--- src/rtl/graphite_cmd_pkg.sv ---
// Shared definitions for the Graphite command streamer: register map,
// STATUS/CONTROL bit positions and the STATUS word packer.
package graphite_cmd_pkg;

  typedef enum logic [1:0] {
    REG_CMD_DATA = 2'd0,
    REG_STATUS   = 2'd1,
    REG_CONTROL  = 2'd2,
    REG_RESERVED = 2'd3
  } reg_idx_e;

  // STATUS register layout
  localparam int unsigned ST_LEVEL_W   = 16;
  localparam int unsigned ST_EMPTY_BIT = 16;
  localparam int unsigned ST_FULL_BIT  = 17;
  localparam int unsigned ST_OVF_BIT   = 18;
  localparam int unsigned ST_IRQ_BIT   = 19;

  // CONTROL register layout
  localparam int unsigned CTRL_FLUSH_BIT   = 0;
  localparam int unsigned CTRL_OVF_CLR_BIT = 1;
  localparam int unsigned CTRL_IRQ_EN_BIT  = 2;

  function automatic logic [31:0] pack_status(
    input logic [ST_LEVEL_W-1:0] level,
    input logic                  empty,
    input logic                  full,
    input logic                  ovf,
    input logic                  irq
  );
    logic [31:0] w_word;
    w_word                  = '0;
    w_word[ST_LEVEL_W-1:0]  = level;
    w_word[ST_EMPTY_BIT]    = empty;
    w_word[ST_FULL_BIT]     = full;
    w_word[ST_OVF_BIT]      = ovf;
    w_word[ST_IRQ_BIT]      = irq;
    return w_word;
  endfunction

endpackage

--- src/rtl/cmd_fifo.sv ---
// Show-ahead command FIFO with level output and a flush that can keep the
// head word alive while it is still being offered downstream.
module cmd_fifo
  import graphite_cmd_pkg::*;
#(
  parameter int unsigned DEPTH = 16,
  parameter int unsigned DW    = 32
) (
  input  logic                     clk,
  input  logic                     rst_n,
  input  logic                     push_i,
  input  logic [DW-1:0]            push_data_i,
  input  logic                     pop_i,
  input  logic                     flush_i,
  input  logic                     keep_head_i,
  output logic [$clog2(DEPTH):0]   level_o,
  output logic                     empty_o,
  output logic                     full_o,
  output logic [DW-1:0]            head_o
);

  localparam int unsigned AW  = $clog2(DEPTH);
  localparam logic [AW:0] ONE = (AW+1)'(1);

  logic [AW:0]   r_wr_ptr;
  logic [AW:0]   r_rd_ptr;
  logic [DW-1:0] r_mem [DEPTH];

  logic          w_empty;
  logic          w_full;
  logic          w_push_ok;
  logic          w_pop_ok;
  logic [AW:0]   w_rd_next;

  assign w_empty   = (r_wr_ptr == r_rd_ptr);
  assign w_full    = (r_wr_ptr[AW] != r_rd_ptr[AW]) &&
                     (r_wr_ptr[AW-1:0] == r_rd_ptr[AW-1:0]);
  assign w_pop_ok  = pop_i && !w_empty;
  // A full FIFO still accepts a push when the head leaves on the same edge.
  assign w_push_ok = push_i && (!w_full || w_pop_ok);
  assign w_rd_next = r_rd_ptr + (w_pop_ok ? ONE : '0);

  assign level_o = r_wr_ptr - r_rd_ptr;
  assign empty_o = w_empty;
  assign full_o  = w_full;
  assign head_o  = r_mem[r_rd_ptr[AW-1:0]];

  // Pointer update; flush collapses the write pointer onto the read side,
  // leaving exactly one word when the head must stay on offer.
  always_ff @(posedge clk or negedge rst_n) begin
    if (!rst_n) begin
      r_wr_ptr <= '0;
      r_rd_ptr <= '0;
    end else if (flush_i) begin
      r_rd_ptr <= w_rd_next;
      r_wr_ptr <= keep_head_i ? (w_rd_next + ONE) : w_rd_next;
    end else begin
      r_rd_ptr <= w_rd_next;
      if (w_push_ok) begin
        r_wr_ptr <= r_wr_ptr + ONE;
      end
    end
  end

  // Storage array; cleared on reset so the head output starts at zero.
  always_ff @(posedge clk or negedge rst_n) begin
    if (!rst_n) begin
      for (int unsigned i = 0; i < DEPTH; i++) begin
        r_mem[i] <= '0;
      end
    end else if (w_push_ok) begin
      r_mem[r_wr_ptr[AW-1:0]] <= push_data_i;
    end
  end

endmodule

--- src/rtl/graphite_cmd_streamer.sv ---
// CPU register-bus front end for the Graphite command stream: bus decode,
// one-cycle ack, sticky overflow, irq enable/low-water interrupt, and the
// command FIFO feeding the cmd_axis master.
module graphite_cmd_streamer
  import graphite_cmd_pkg::*;
#(
  parameter int unsigned FIFO_DEPTH = 16,
  parameter int unsigned LOW_WATER  = 4
) (
  input  logic        clk,
  input  logic        reset_n_i,
  input  logic        sel_i,
  input  logic        wr_i,
  input  logic [1:0]  addr_i,
  input  logic [31:0] data_i,
  output logic [31:0] data_o,
  output logic        ack_o,
  output logic        cmd_axis_tvalid_o,
  input  logic        cmd_axis_tready_i,
  output logic [31:0] cmd_axis_tdata_o,
  output logic        irq_o
);

  localparam int unsigned AW = $clog2(FIFO_DEPTH);
  localparam logic [AW:0] LW = (AW+1)'(LOW_WATER);

  logic        r_ack;
  logic [31:0] r_rdata;
  logic        r_ovf;
  logic        r_irq_en;
  logic        r_irq;

  reg_idx_e    w_addr;
  logic        w_req;
  logic        w_wr;
  logic        w_rd;
  logic        w_push;
  logic        w_pop;
  logic        w_flush;
  logic        w_keep;
  logic        w_ctrl_wr;
  logic        w_ovf_set;
  logic        w_empty;
  logic        w_full;
  logic [AW:0] w_level;
  logic [31:0] w_head;
  logic [31:0] w_rd_mux;

  assign w_addr    = reg_idx_e'(addr_i);
  assign w_req     = sel_i && !r_ack;
  assign w_wr      = w_req && wr_i;
  assign w_rd      = w_req && !wr_i;
  assign w_push    = w_wr && (w_addr == REG_CMD_DATA);
  assign w_ctrl_wr = w_wr && (w_addr == REG_CONTROL);
  assign w_flush   = w_ctrl_wr && data_i[CTRL_FLUSH_BIT];
  assign w_pop     = !w_empty && cmd_axis_tready_i;
  // Head is mid-offer without acceptance: flushing it would retract tvalid.
  assign w_keep    = !w_empty && !cmd_axis_tready_i;
  assign w_ovf_set = w_push && w_full && !w_pop;

  cmd_fifo #(
    .DEPTH (FIFO_DEPTH),
    .DW    (32)
  ) u_fifo (
    .clk         (clk),
    .rst_n       (reset_n_i),
    .push_i      (w_push),
    .push_data_i (data_i),
    .pop_i       (w_pop),
    .flush_i     (w_flush),
    .keep_head_i (w_keep),
    .level_o     (w_level),
    .empty_o     (w_empty),
    .full_o      (w_full),
    .head_o      (w_head)
  );

  // Read data mux, built from pre-edge state.
  always_comb begin
    w_rd_mux = '0;
    case (w_addr)
      REG_STATUS:  w_rd_mux = pack_status(ST_LEVEL_W'(w_level), w_empty, w_full, r_ovf, r_irq);
      REG_CONTROL: w_rd_mux[CTRL_IRQ_EN_BIT] = r_irq_en;
      default:     w_rd_mux = '0;
    endcase
  end

  // Bus acknowledge and registered read data for the accepted request.
  always_ff @(posedge clk or negedge reset_n_i) begin
    if (!reset_n_i) begin
      r_ack   <= 1'b0;
      r_rdata <= '0;
    end else begin
      r_ack   <= w_req;
      r_rdata <= w_rd ? w_rd_mux : '0;
    end
  end

  // Sticky overflow and persistent irq enable.
  always_ff @(posedge clk or negedge reset_n_i) begin
    if (!reset_n_i) begin
      r_ovf    <= 1'b0;
      r_irq_en <= 1'b0;
    end else begin
      if (w_ovf_set) begin
        r_ovf <= 1'b1;
      end else if (w_ctrl_wr && data_i[CTRL_OVF_CLR_BIT]) begin
        r_ovf <= 1'b0;
      end
      if (w_ctrl_wr) begin
        r_irq_en <= data_i[CTRL_IRQ_EN_BIT];
      end
    end
  end

  // Low-water interrupt, registered one cycle behind level/enable.
  always_ff @(posedge clk or negedge reset_n_i) begin
    if (!reset_n_i) begin
      r_irq <= 1'b0;
    end else begin
      r_irq <= r_irq_en && (w_level <= LW);
    end
  end

  assign ack_o             = r_ack;
  assign data_o            = r_rdata;
  assign cmd_axis_tvalid_o = !w_empty;
  assign cmd_axis_tdata_o  = w_head;
  assign irq_o             = r_irq;

endmodule

--- config.mk ---
export PLATFORM = sky130hd
export DESIGN_NAME = graphite_cmd_streamer
export DESIGN_NICKNAME = d
export VERILOG_FILES = /design/src/rtl/graphite_cmd_pkg.sv /design/src/rtl/cmd_fifo.sv /design/src/rtl/graphite_cmd_streamer.sv
export SDC_FILE = /design/constraint.sdc
export NUM_CORES = 1
export LEC_CHECK = 0
export BUFFER_PORTS_ARGS = -buffer_cell sky130_fd_sc_hd__buf_2
export CORE_ASPECT_RATIO = 0.6
export CORE_UTILIZATION = 41
export DETAILED_ROUTE_END_ITERATION = 12
export PLACE_DENSITY = 0.64
export RECOVER_POWER = 25
export SKIP_LAST_GASP = 1
export SYNTH_ARGS = -nofsm -noshare
export SYNTH_HDL_FRONTEND = slang
export SYNTH_SLANG_ARGS = --single-unit
--- constraint.sdc ---
create_clock -name clk -period 3.04 [get_ports clk]
set_input_delay 0.152 -clock clk [delete_from_list [all_inputs] [get_ports clk]]
set_output_delay 0.152 -clock clk [all_outputs]
set_load 0.02 [all_outputs]
==> results.cfg, run 1 <==
[routing]
drtPass1Iterations = 5
wl_per_cell_um = 24.8
vias_per_cell = 5.58
drt_iter0_drc = 919
wirelength_um = 58600
num_vias = 13200
postRouteAntennaNets = 0
drc = 0

[power_and_ir_drop]
powerDensity_nw_per_um2 = 820
p_leak_nw = 13.4
power_mw = 22.7
peakVddDrop_mv = 0.550

[timing]
finClkSkew_ns = 0.0201
layout_min_cycle_time_ns = 3.01
rsz0062_at_grt = yes
setup_viol = 0
timing.final.ws_setup_ns = 0.0321
hold_viol_final = 0
max_freq_ghz = 0.332
timing.final.crit_share = 0.989
relSlewSlack = -0.0457
worst_pin_slew_ns = 1.57
final_max_slew_viol_count = 53

[clock_network]
clkSlewWorstSetupHoldPaths_ns = 0.07
cts_tree = yes
numCtsBuffers = 50
post_cts_buffers = 0
root_buffer = clkbuf_16
clockBufferDepth = 3
clock_latency_ns = 0.59
h-tree-depth = 2
clkSinkCount = 535

[die]
ios = 106
std_cell_rows = 69
die_area_sq_um = 61200
start_util = 0.416
fp.dieH_um = 192
fp.dieW_um = 319
fp.coreArea_sq_um = 59300

[synth]
syn_area_per_cell_sq_um = 16.8
synthDistinctLibCells = 39
synth-seq-cells = 535
ys_seq_area_frac = 0.542
yosys_warnings = 0
postSynthCellCount = 1471
syn-cell-area_sq_um = 24700

[critical_path]
crit_chain = buf_16 > mux4_2 > mux4_2 > buf_2
end_kind = output port
path_buf_inv = 2
cp_top_family = multiplexers
cp.required_ns = 2.89
cp_common_cell = mux4_2
startpoint_type = register
cp_slowest_stage_delay_ns = 0.61
crit_arrival_ns = 2.86
critPathKind = register to output port
cp_slowest_cell = mux4_2
r2r_slack_ns = 0.24
crit_fanout = 47

[global_routing]
grt_antenna_before_repair = 1
grt_use_met3 = 0.0400
grtUsageMet1 = 0.291
grt_pass1_wl_um = 90500
track_usage = 0.195
busiest_layer = met2
grt_pass1_vias = 14200
grt_overflow_total = 0
met2_usage = 0.295
grt_max_degree = 134

[placed_design]
place_congestion = 0.752
post-dp-hpwl_um = 32700
dp_slack_ns = 0.334
placed_cell_area_sq_um = 25900
dp_cells = 2256
numPortBuffers = 82

[final_layout]
nFillCells = 5045
nets = 1596
syn2layout_area_growth_pct = 11.9
layoutNonFillerInstCount = 2361
final_area_sq_um = 27600
drive_gt1_frac = 0.566

[run_status]
status = complete, but fails checks
violations = max-capacitance violations, max-slew violations

[flow_run]
max_cap_violations = 1

[hold_path]
hp-class = input pin to register
through the flow:
step,hold WS (ns),setup TNS (ns),utilization
2_1_floorplan,-0.144,0,-
3_3_place_gp,0.137,0,0.437
3_5_place_dp,0.143,0,0.437
4_1_cts,0.00194,-0.0663,0.466
5_1_grt,0.00753,-0.386,0.466
6_report,0.0192,0,0.466
repair_timing:
item | CTS | global route
gates resized for setup | 6 | 1
endpoints found under the hold margin | 367 | 0
gates cloned | 1 | 2
hold buffers | 12 | 0
setup endpoints to repair | 32 | 23
Yosys cell counts:
cell type / number / area share
a21o_1: 3 / 0.00091
a21oi_1: 8 / 0.0016
a22o_1: 1 / 0.00035
a22oi_1: 1 / 0.00030
and2_1: 1 / 0.00025
and3_1: 6 / 0.0015
and4_1: 2 / 0.00071
and4_4: 1 / 0.00046
and4b_1: 1 / 0.00041
buf_1: 7 / 0.0011
buf_12: 3 / 0.0024
buf_2: 38 / 0.0077
buf_4: 45 / 0.014
buf_6: 6 / 0.0027
clkbuf_1: 48 / 0.0073
conb_1: 1 / 0.00015
dfrtp_1: 535 / 0.54
fa_1: 1 / 0.00081
ha_1: 14 / 0.0071
inv_1: 8 / 0.0012
inv_2: 1 / 0.00015
mux2_1: 4 / 0.0018
mux2_2: 451 / 0.21
mux2_4: 59 / 0.036
mux2i_1: 2 / 0.00081
mux4_2: 160 / 0.15
nand2_1: 8 / 0.0012
nand3_1: 6 / 0.0012
nand3_2: 6 / 0.0024
nand3b_1: 1 / 0.00030
nand4_1: 7 / 0.0018
nor2_1: 11 / 0.0017
nor2b_1: 4 / 0.0010
nor3_2: 1 / 0.00041
o21ai_0: 1 / 0.00020
o31a_1: 1 / 0.00035
o31ai_1: 1 / 0.00030
xnor2_1: 8 / 0.0028
xor2_1: 9 / 0.0032
cell usage in the layout (no fill, tap or decap), types with 4 or more instances in the layout:
cell type      instances
xnor2_1                8
clkbuf_1              14
buf_12                11
ha_1                  14
nand4_1                7
mux2_4                59
mux2_1                 4
dlygate4sd3_1         12
mux4_2               160
nor2_1                11
dfrtp_1              532
a21oi_1                8
nand2_1                8
inv_1                  8
and3_1                 4
buf_4                 27
clkbuf_8              12
clkbuf_16             52
xor2_1                 9
conb_1                23
buf_2                 82
clkinv_2              11
mux2_2               451
nand3_2                9
nor2b_1                4
registers in the layout, indices dropped and copies added (netlist names):
register,cells
r_irq_en,1
irq_o,1
u_fifo.r_rd_ptr,5
data_o,9
u_fifo.r_mem,512
r_ovf,1
ack_o,1
u_fifo.r_wr_ptr,5
path summary, 6_finish.rpt:
path / to / startpoint / cells after the start
worst max register to register: u_fifo.r_wr_ptr[1] / u_fifo.r_rd_ptr[0] / 10
max in group asynchronous: u_fifo.r_mem[245] / reset_n_i / 3
worst max-delay path: cmd_axis_tdata_o[2] / u_fifo.r_rd_ptr[0] / 4
min in group asynchronous: u_fifo.r_mem[451] / reset_n_i / 2
worst min register to register: ack_o / ack_o / 1
worst min-delay path: u_fifo.r_mem[372] / data_i[20] / 2
cell type report:
cell class | instances | area (sq um) | area share
well taps | 781 | 977 | 0.0354
inverters | 9 | 33.8 | 0.00122
repair buffers | 144 | 1130 | 0.0410
clock inverters | 15 | 119 | 0.00430
flip-flops and latches | 535 | 13400 | 0.485
clock buffers | 74 | 1460 | 0.0529
diodes | 1 | 2.50 | 0.0000905
multi-input cells | 802 | 10500 | 0.381
layer usage:
metal / vias up / share of wire
met2: 237 / 0.45
met3: 80 / 0.045
met1: 7243 / 0.49
met4: 0 / 0.017
li1: 5604 / -
met5: - / 0
cells by family after synthesis:
kind of cell / Yosys count / share of synthesized area
flops: 535 / 0.542
compound gates: 16 / 0.00405
other cells: 1 / 0.000152
buf+inv: 156 / 0.0363
simple gates: 55 / 0.0134
xor+xnor: 17 / 0.00603
fa+ha+maj: 15 / 0.00790
mux: 676 / 0.390
report_power, final:
group          internal, mW  leakage [nW]  switching [mW]
Combinational          3.62          5.25            3.29
Clock                  3.41         0.790            2.77
Sequential             8.72          7.33           0.871
Total                  15.7          13.4            6.93
(Power assumes the default switching activity.)
==> run 2: changes to the inputs <==
--- a/config.mk
+++ b/config.mk
@@ -7,6 +7,7 @@
 export LEC_CHECK = 0
 export BUFFER_PORTS_ARGS = -buffer_cell sky130_fd_sc_hd__buf_2
 export CORE_ASPECT_RATIO = 0.6
+export CORE_MARGIN = 4
 export CORE_UTILIZATION = 41
 export DETAILED_ROUTE_END_ITERATION = 12
 export PLACE_DENSITY = 0.64
==> results.cfg, run 2 (synthesis gave the netlist of run 1 again) <==
[clock_network]
clkSinkCount = 535
clockBufferDepth = 3
numCtsBuffers = 50
clkSlewWorstSetupHoldPaths_ns = 0.07
h-tree-depth = 2
clock_latency_ns = 0.58
post_cts_buffers = 0
cts_tree = yes
root_buffer = clkbuf_16

[global_routing]
grt_max_degree = 100
busiest_layer = met1
grt_pass1_wl_um = 90600
track_usage = 0.184
grt_pass1_vias = 14200
grt_use_met3 = 0.0322
grtUsageMet1 = 0.286
grt_overflow_total = 0
met2_usage = 0.273
grt_antenna_before_repair = 3

[final_layout]
largest-register = u_fifo.r_mem
drive_gt1_frac = 0.574
final_area_sq_um = 27800
nets = 1593
final_common_cell = dfrtp_1
syn2layout_area_growth_pct = 12.4
largest_reg_flops = 512
final_cell_mix = dfrtp_1 (532), mux2_2 (451), mux4_2 (160)

[timing]
worst_pin_slew_ns = 1.71
relSlewSlack = -0.137
max_freq_ghz = 0.335
hold_viol_final = 0
setup_viol = 0
tns_ns = 0
layout_min_cycle_time_ns = 2.98
timing.final.ws_setup_ns = 0.0567
rsz0062_at_grt = yes
finClkSkew_ns = 0.0169
timing.final.crit_share = 0.981
final_max_slew_viol_count = 56

[placed_design]
dp_slack_ns = 0.304
place_congestion = 0.764
post-dp-hpwl_um = 33200
placed_cell_area_sq_um = 26000
numPortBuffers = 82

[routing]
num_vias = 13200
wirelength_um = 58100
postRouteAntennaNets = 0
drtPass1Iterations = 4
drt_iter0_drc = 853
vias_per_cell = 5.61
wl_per_cell_um = 24.6
drc = 0

[critical_path]
crit_fanout = 45
crit_chain = buf_12 > mux4_2 > mux4_2 > buf_2
r2r-start = u_fifo.r_rd_ptr[0]
crit_arrival_ns = 2.83
startpoint_type = register
end_kind = output port
cp.required_ns = 2.89
cp_slowest_cell = mux4_2
cp_common_cell = mux4_2
r2r_cells = 10
cp_slowest_stage_delay_ns = 0.58
r2r_end = u_fifo.r_wr_ptr[1]
critPathKind = register to output port
r2r_slack_ns = 0.19

[run_status]
violations = max-capacitance violations, max-slew violations
status = complete, but fails checks

[hold_path]
holdPathEnd = u_fifo.r_mem[164]
worstHoldStart = data_i[4]
hold_depth = 2
hp-class = input pin to register

[power_and_ir_drop]
p_leak_nw = 13.4
peakVddDrop_mv = 0.613
powerDensity_nw_per_um2 = 826
power_mw = 22.9

[die]
start_util = 0.416
fp.dieH_um = 198
fp.coreArea_sq_um = 59400
fp.dieW_um = 325
ios = 106
std_cell_rows = 69
die_area_sq_um = 64300

[flow_run]
max_cap_violations = 1
## run 2: changes by cell type in the layout (fill, tap and decap cells not counted), sizes merged
cell,change
clkinvlp,+3
bufinv,+2
bufbuf,+2
inv,-1
clkbuf,-8
dlygate4sd3,-6
buf,+5
## run 2: layer usage
layer	routed length, um	vias to the layer above	share of wire
li1	-	5611	-
met1	28700	7295	0.49
met2	25900	240	0.45
met3	2590	78	0.045
met4	882	4	0.015
met5	22	-	0.00038
## run 2: final cells by class
class / instances / area, sq um
fill: 5059 / 31600
sequential: 535 / 13400
multi-input combinational: 802 / 10500
clock buffer: 70 / 1470
timing repair buffer: 141 / 1170
tap: 781 / 977
clock inverter: 19 / 196
inverter: 9 / 33.8
antenna: 1 / 2.50
## run 2: metrics by stage
| step | hold slack, ns | util | std cells |
|---|---|---|---|
| 5_1_grt | 0.0339 | 0.467 | 2358 |
| 3_3_place_gp | 0.119 | 0.437 | 2260 |
| 2_1_floorplan | -0.144 | - | 1493 |
| 6_report | 0.0286 | 0.467 | 2358 |
| 3_5_place_dp | 0.124 | 0.437 | 2260 |
| 4_1_cts | 0.000794 | 0.468 | 2357 |
## run 2: how the worst max path moves through the flow
stage               cells past startpoint              endpoint          startpoint  slack [ns]
global route                            4  cmd_axis_tdata_o[11]  u_fifo.r_rd_ptr[0]       -0.04
floorplan                              13    u_fifo.r_wr_ptr[1]  u_fifo.r_rd_ptr[2]        0.02
finish                                  4  cmd_axis_tdata_o[11]  u_fifo.r_rd_ptr[0]        0.06
global placement                       10    u_fifo.r_wr_ptr[1]  u_fifo.r_rd_ptr[0]        0.38
detailed placement                     11    u_fifo.r_wr_ptr[1]  u_fifo.r_wr_ptr[0]        0.30
CTS                                     4  cmd_axis_tdata_o[27]  u_fifo.r_rd_ptr[0]       -0.03
## run 2: power by group
group          internal (mW)  switching, mW
registers               8.72          0.842
logic                   3.65           3.30
clock network           3.63           2.78
## run 2: what timing repair did
action	CTS	global route
resized for setup	2	1
hold buffers	6	0
hold endpoints to repair	60	0
endpoints found under the setup margin	11	12
gates cloned	2	0
## run 2: critical path: cells and delay by family (launching register included)
kind	cells	cell delay, ns
mux	2	1.09
flops	1	0.54
buf+inv	2	0.53
